<file path="src/rtl/instr_fetch_pkg.sv">
// instr_fetch_pkg: shared state encoding, reset address and instruction field positions
package instr_fetch_pkg;
   typedef enum logic {FETCH = 1'b0, HOLD = 1'b1} state_t;
   localparam logic [31:0] RESET_PC_DEFAULT = 32'h0000_0000;
   localparam int TGT_MSB = 25;
   localparam int IMM_MSB = 15;
   // pc+4 plus the word offset; the 16-bit immediate is sign-extended from bit 15
   function automatic logic [31:0] br_target(input logic [31:0] pc4, input logic [IMM_MSB:0] imm);
      return pc4 + {{14{imm[IMM_MSB]}}, imm, 2'b00};
   endfunction
endpackage

</file>
<file path="src/rtl/instr_fetch_next_pc_sel.sv">
// next_pc_sel: combinational redirect target and branch-taken evaluation
//   in : pc_plus4, tgt (instr[25:0]), rs_val, beq/bne/bgez/bltz/bgtz/blez/jump0/jump1,
//        jr_sel, rt0, zero, neg
//   out: next_pc (address to fetch after consume), misaligned (jr target low bits set)
module next_pc_sel
   import instr_fetch_pkg::*;
(
   input  logic [31:0]      pc_plus4,
   input  logic [TGT_MSB:0] tgt,
   input  logic [31:0]      rs_val,
   input  logic             beq,
   input  logic             bne,
   input  logic             bgez,
   input  logic             bltz,
   input  logic             bgtz,
   input  logic             blez,
   input  logic             jump0,
   input  logic             jump1,
   input  logic             jr_sel,
   input  logic             rt0,
   input  logic             zero,
   input  logic             neg,
   output logic [31:0]      next_pc,
   output logic             misaligned
);
   logic taken;
   logic jr;
   // bgez and bltz share an opcode, so both flags arrive together and rt0 picks one
   assign taken = (beq & zero) | (bne & ~zero) | (bgtz & ~neg & ~zero) | (blez & (neg | zero))
                | (bgez & rt0 & ~neg) | (bltz & ~rt0 & neg);
   assign jr = jump1 & jr_sel;
   assign next_pc = jr ? {rs_val[31:2], 2'b00} :
                    (jump0 | jump1) ? {pc_plus4[31:28], tgt, 2'b00} :
                    taken ? br_target(pc_plus4, tgt[IMM_MSB:0]) : pc_plus4;
   assign misaligned = jr & |rs_val[1:0];
endmodule

</file>
<file path="src/rtl/instr_fetch.sv">
// instr_fetch: two-state fetch unit holding one instruction until decode consumes it
//   in : clk, rst_n, imem_rdy, imem_rdata, dec_ready, redirect controls, zero/neg, rs_val
//   out: imem_req, imem_addr, instr, instr_valid, pc, pc_plus4, addr_err
module instr_fetch
   import instr_fetch_pkg::*;
#(
   parameter logic [31:0] RESET_PC = RESET_PC_DEFAULT
) (
   input  logic        clk,
   input  logic        rst_n,
   output logic        imem_req,
   output logic [31:0] imem_addr,
   input  logic        imem_rdy,
   input  logic [31:0] imem_rdata,
   output logic [31:0] instr,
   output logic        instr_valid,
   input  logic        dec_ready,
   output logic [31:0] pc,
   output logic [31:0] pc_plus4,
   input  logic        beq,
   input  logic        bne,
   input  logic        bgez,
   input  logic        bltz,
   input  logic        bgtz,
   input  logic        blez,
   input  logic        jump0,
   input  logic        jump1,
   input  logic        jr_sel,
   input  logic        rt0,
   input  logic        zero,
   input  logic        neg,
   input  logic [31:0] rs_val,
   output logic        addr_err
);
   state_t      state;
   logic [31:0] next_pc;
   logic        misaligned;
   logic        consume;
   // request and valid are pure state decodes so reset drops them without waiting for a clock
   assign imem_req    = state == FETCH;
   assign instr_valid = state == HOLD;
   assign imem_addr   = pc;
   assign pc_plus4    = pc + 32'd4;
   assign consume     = instr_valid & dec_ready;
   next_pc_sel u_sel (
      .pc_plus4  (pc_plus4),
      .tgt       (instr[TGT_MSB:0]),
      .rs_val    (rs_val),
      .beq       (beq),
      .bne       (bne),
      .bgez      (bgez),
      .bltz      (bltz),
      .bgtz      (bgtz),
      .blez      (blez),
      .jump0     (jump0),
      .jump1     (jump1),
      .jr_sel    (jr_sel),
      .rt0       (rt0),
      .zero      (zero),
      .neg       (neg),
      .next_pc   (next_pc),
      .misaligned(misaligned)
   );
   always_ff @(posedge clk or negedge rst_n)
      if (!rst_n) begin
         state    <= FETCH;
         pc       <= RESET_PC;
         instr    <= '0;
         addr_err <= 1'b0;
      end else begin
         addr_err <= consume & misaligned;
         if (state == FETCH && imem_rdy) begin
            instr <= imem_rdata;
            state <= HOLD;
         end else if (consume) begin
            pc    <= next_pc;
            state <= FETCH;
         end
      end
endmodule

</file>
<file path="config.mk">
export PLATFORM = sky130hd
export DESIGN_NAME = instr_fetch
export DESIGN_NICKNAME = d
export VERILOG_FILES = /design/src/rtl/instr_fetch_pkg.sv /design/src/rtl/instr_fetch_next_pc_sel.sv /design/src/rtl/instr_fetch.sv
export SDC_FILE = /design/constraint.sdc
export NUM_CORES = 1
export LEC_CHECK = 0
export ABC_CLOCK_PERIOD_IN_PS = 4300
export CAP_MARGIN = 5
export CORE_MARGIN = 8
export CORE_UTILIZATION = 45
export DETAILED_ROUTE_END_ITERATION = 6
export PLACE_DENSITY = 0.82
export SLEW_MARGIN = 20
export SYNTH_ARGS = -nofsm -noshare
export SYNTH_HDL_FRONTEND = slang
export SYNTH_SLANG_ARGS = --single-unit
</file>
<file path="constraint.sdc">
create_clock -name clk -period 4.3 [get_ports clk]
set_input_delay 0.86 -clock clk [delete_from_list [all_inputs] [get_ports clk]]
set_output_delay 0.86 -clock clk [all_outputs]
set_load 0.1 [all_outputs]
</file>
==> impl_results.md <==
- R2R Setup Slk: slightly above 0.4 ns
- Floorplan die height: approximately 130 um
- Total via count after detailed routing: between 5000 and 6000
- Slew headroom: 0.297
- Required time worst endpoint: about 4.5 ns
- Post-Route Skew: roughly 0.0074 ns
- Filler Cell Count: approximately 970
- YS warnings: 0
- Antenna violations before repair: 0
- Final Routed Wirelength: 21.7 mm
- Dpl hpwl: between 15 and 20 mm
- Clock slew at the register clock pins of the worst setup and hold paths: ~0.06 ns
- Summed negative setup slack over all endpoints: 0 ns
- Endpoints failing hold: 0
- Number of top-level pins: around 210
- Post-layout nets: 922
- Measured slew at the worst slew-check pin: roughly 1.1 ns
- Path type of the worst min-delay path: reg2reg
- Clock network latency to the later pin of the worst-skew pair: approximately 0.35 ns
- Htree depth: 3
- Post-cts hold buffer count: 0
- Cell variety after synth: 58
- Total Die Area: 15900 um2
- Remaining antenna violation count after routing: 0
- First DRT Iteration DRCs: 557
- Master cell of the clock root buffer: sky130_fd_sc_hd__clkbuf_16
- Via count of the first global-routing pass: 5970
- Max frequency: around 260 MHz
- Outcome: finished, final reports clean
- Initial core utilization: 0.458
- Die boundary width: roughly 130 um
- Worst Path Arrival: between 4 and 5 ns
- Core Util, Final: 0.680
- Number of max-slew violations in the final report: 0
- Global route total overflow: 0
- Cell with the biggest individual delay on the critical path: sky130_fd_sc_hd__dfrtp_4
- Worst Path Max Fanout: 6
- Core area: 12000 um2
- Total of cells resized after clock tree synthesis: 0
- Number of cells on the worst reg-to-reg path: 15
- Total GRT Usage: 0.270
- List of cells traversed by the critical path: ha_4 -> nand2_1 -> nor2_1 -> nand2_1 -> nor2_2 -> xor2_4 -> ha_1 -> and4_1 -> a221o_1 -> o2111ai_1 -> a21oi_1 -> a211oi_2 -> nor3_1 -> nor4b_1 -> a221oi_2
- Largest net degree at the start of global routing: 35
- Global placer's final weighted congestion: between 0.9 and 1
- TritonCTS clock tree: yes
- Clock buffers created by TritonCTS: 9
- Number of enable flip-flop cells after synthesis: 0
- Setup-failing EPs final: 0
- Portion of the clock cycle consumed by the worst path in the final layout: 0.904
- Capturing element of the worst setup path: imem_addr[30]
- DR WL/cell: ~23 um
- Category of the worst setup path capture point: flip-flop
- Post-synthesis average cell area: between 8 and 9 um2
- Total of buffers placed on input and output ports: 204
- Number of clock sinks seen by CTS: between 60 and 70
- Fraction of the yosys area taken by sequential cells: 0.293
- Most frequent cells in the layout: sky130_fd_sc_hd__clkdlybuf4s50_1 (177), sky130_fd_sc_hd__nand2_1 (54), sky130_fd_sc_hd__a21oi_1 (52)
- Start point of the critical path: imem_addr[2]
- Critical path class: reg2reg
- Via count normalized by instance count: just over 6
- Crit path time final: roughly 4 ns
- Max Root-Sink Buffers: 2
- Slowest Stage Delay on Critical Path: about 0.46 ns
- Setup Buffers After CTS: 0
- Synthesis-to-layout area growth: 48.7%
- Post-synthesis cell count: ~640
- Antenna Diode Count: 0
- Proportion of synthesized flip-flops having asynchronous set or reset: 1.00
- Most instantiated flip-flop cell in the synthesis netlist: sky130_fd_sc_hd__dfrtp_1
- Share of post-route cells with drive strength above 1: 0.178
- Residual DRC count: 0
- Launching element type of the critical path: flip-flop
- Floorplan row count: 40
- Max-cap violations: 0
- Wire length of the first global-routing pass: approximately 34 mm
- Worst r2r src: imem_addr[2]
- Iteration count of the initial detailed-routing pass: 5
- Most frequent standard cell in the layout excluding fill and tap cells: sky130_fd_sc_hd__clkdlybuf4s50_1
- Unrepaired setup endpoints after global routing: no
- Critical R2R Capture: imem_addr[30]
- Area of the mapped netlist: approximately 5500 um2
- CP most frequent cell: sky130_fd_sc_hd__nand2_1
- Number of register bits inferred by synthesis: between 60 and 70
state kept, by name, summed over array words and instances (netlist names):
name / cells
imem_addr: 30
addr_err: 1
instr: 32
instr_valid: 1
cells in the mapped netlist (3+ instances only):
library cell | count | area [um2]
sky130_fd_sc_hd__a31oi_1 | 5 | 31.3
sky130_fd_sc_hd__o31ai_1 | 3 | 22.5
sky130_fd_sc_hd__o22ai_1 | 7 | 43.8
sky130_fd_sc_hd__dfrtp_1 | 64 | 1600
sky130_fd_sc_hd__mux2_2 | 32 | 360
sky130_fd_sc_hd__a21oi_1 | 52 | 260
sky130_fd_sc_hd__and4_1 | 3 | 26.3
sky130_fd_sc_hd__o21a_1 | 6 | 45.0
sky130_fd_sc_hd__xor2_1 | 18 | 158
sky130_fd_sc_hd__a311oi_1 | 4 | 35.0
sky130_fd_sc_hd__a21o_1 | 22 | 165
sky130_fd_sc_hd__nand2_1 | 54 | 203
sky130_fd_sc_hd__a221oi_1 | 3 | 26.3
sky130_fd_sc_hd__o21ai_1 | 21 | 105
sky130_fd_sc_hd__or3_1 | 7 | 43.8
sky130_fd_sc_hd__o211ai_1 | 10 | 75.1
sky130_fd_sc_hd__buf_1 | 3 | 11.3
sky130_fd_sc_hd__and3_1 | 4 | 25.0
sky130_fd_sc_hd__nor2_1 | 52 | 195
sky130_fd_sc_hd__a211oi_1 | 8 | 60.1
sky130_fd_sc_hd__o21ai_0 | 18 | 90.1
sky130_fd_sc_hd__nand3_1 | 25 | 125
sky130_fd_sc_hd__nand4_1 | 10 | 62.6
sky130_fd_sc_hd__nor3_1 | 9 | 45.0
sky130_fd_sc_hd__and2_1 | 6 | 37.5
sky130_fd_sc_hd__a21boi_1 | 3 | 22.5
sky130_fd_sc_hd__clkbuf_1 | 21 | 78.8
sky130_fd_sc_hd__ha_1 | 36 | 450
sky130_fd_sc_hd__a22oi_1 | 10 | 75.1
sky130_fd_sc_hd__buf_4 | 36 | 270
sky130_fd_sc_hd__nand2b_1 | 10 | 62.6
sky130_fd_sc_hd__a221o_1 | 5 | 50.1
sky130_fd_sc_hd__xnor2_1 | 29 | 254
sky130_fd_sc_hd__mux2i_1 | 8 | 80.1
sky130_fd_sc_hd__inv_1 | 6 | 22.5
routing by layer:
| metal | part of all wire | vias up | track usage |
|---|---|---|---|
| met3 | 0.10 | 54 | 0.0800 |
| met2 | 0.47 | 303 | 0.426 |
| met4 | 0.033 | 0 | 0.129 |
| met5 | 0 | - | 0 |
| li1 | - | 2626 | - |
| met1 | 0.39 | 2824 | 0.332 |
cells by family (layout without fill, tap and decap cells):
family | count (synthesis) | after routing | share of synthesized area
adders and majority gates | 37 | 37 | 0.0859
DFF | 64 | 64 | 0.293
and+or+nand+nor | 190 | 190 | 0.166
AOI/OAI and AO/OA | 190 | 190 | 0.224
muxes | 40 | 40 | 0.0805
xor gates and xnor gates | 48 | 48 | 0.0782
other | 1 | 6 | 0.000685
buffers and inverters | 68 | 235 | 0.0715
per-stage QoR:
step                cell area, um2  worst slack, ns  hold WS (ns)  std cells
floorplan                     6000          -0.0445         0.564        643
global placement              7850            0.566         0.489        941
detailed placement            7860            0.425         0.494        941
CTS                           8140            0.424         0.507        957
global route                  8140           0.0839         0.526        957
finish                        8140            0.413         0.504        957
worst max-delay path, delay by kind of cell, from the launching register on:
kind / cells / cell delay (ns)
compound gates: 5 / 1.21
xor+xnor: 1 / 0.18
fa+ha+maj: 2 / 0.49
flops: 1 / 0.46
simple gates: 7 / 1.40
area by class of cell:
| class | count | area (um2) | share of cell area |
|---|---|---|---|
| Multi-Input combinational cell | 511 | 3950 | 0.485 |
| Clock inverter | 5 | 40.0 | 0.00492 |
| Inverter | 7 | 26.3 | 0.00323 |
| Tap cell | 147 | 184 | 0.0226 |
| Timing Repair Buffer | 212 | 2040 | 0.251 |
| Sequential cell | 64 | 1660 | 0.203 |
| Clock buffer | 11 | 243 | 0.0298 |
how the worst min path moves through the flow:
stage	start	to	slack, ns	cells after the start
detailed placement	instr[30]	instr[30]	0.49	1
CTS	instr[30]	instr[30]	0.51	1
floorplan	rst_n	addr_err	0.56	0
finish	instr[30]	instr[30]	0.50	1
global route	instr[28]	instr[28]	0.53	1
global placement	instr[30]	instr[30]	0.49	1
Power is not shown: default switching activity piles up to over one toggle a cycle in this logic, so the estimate is an artifact.
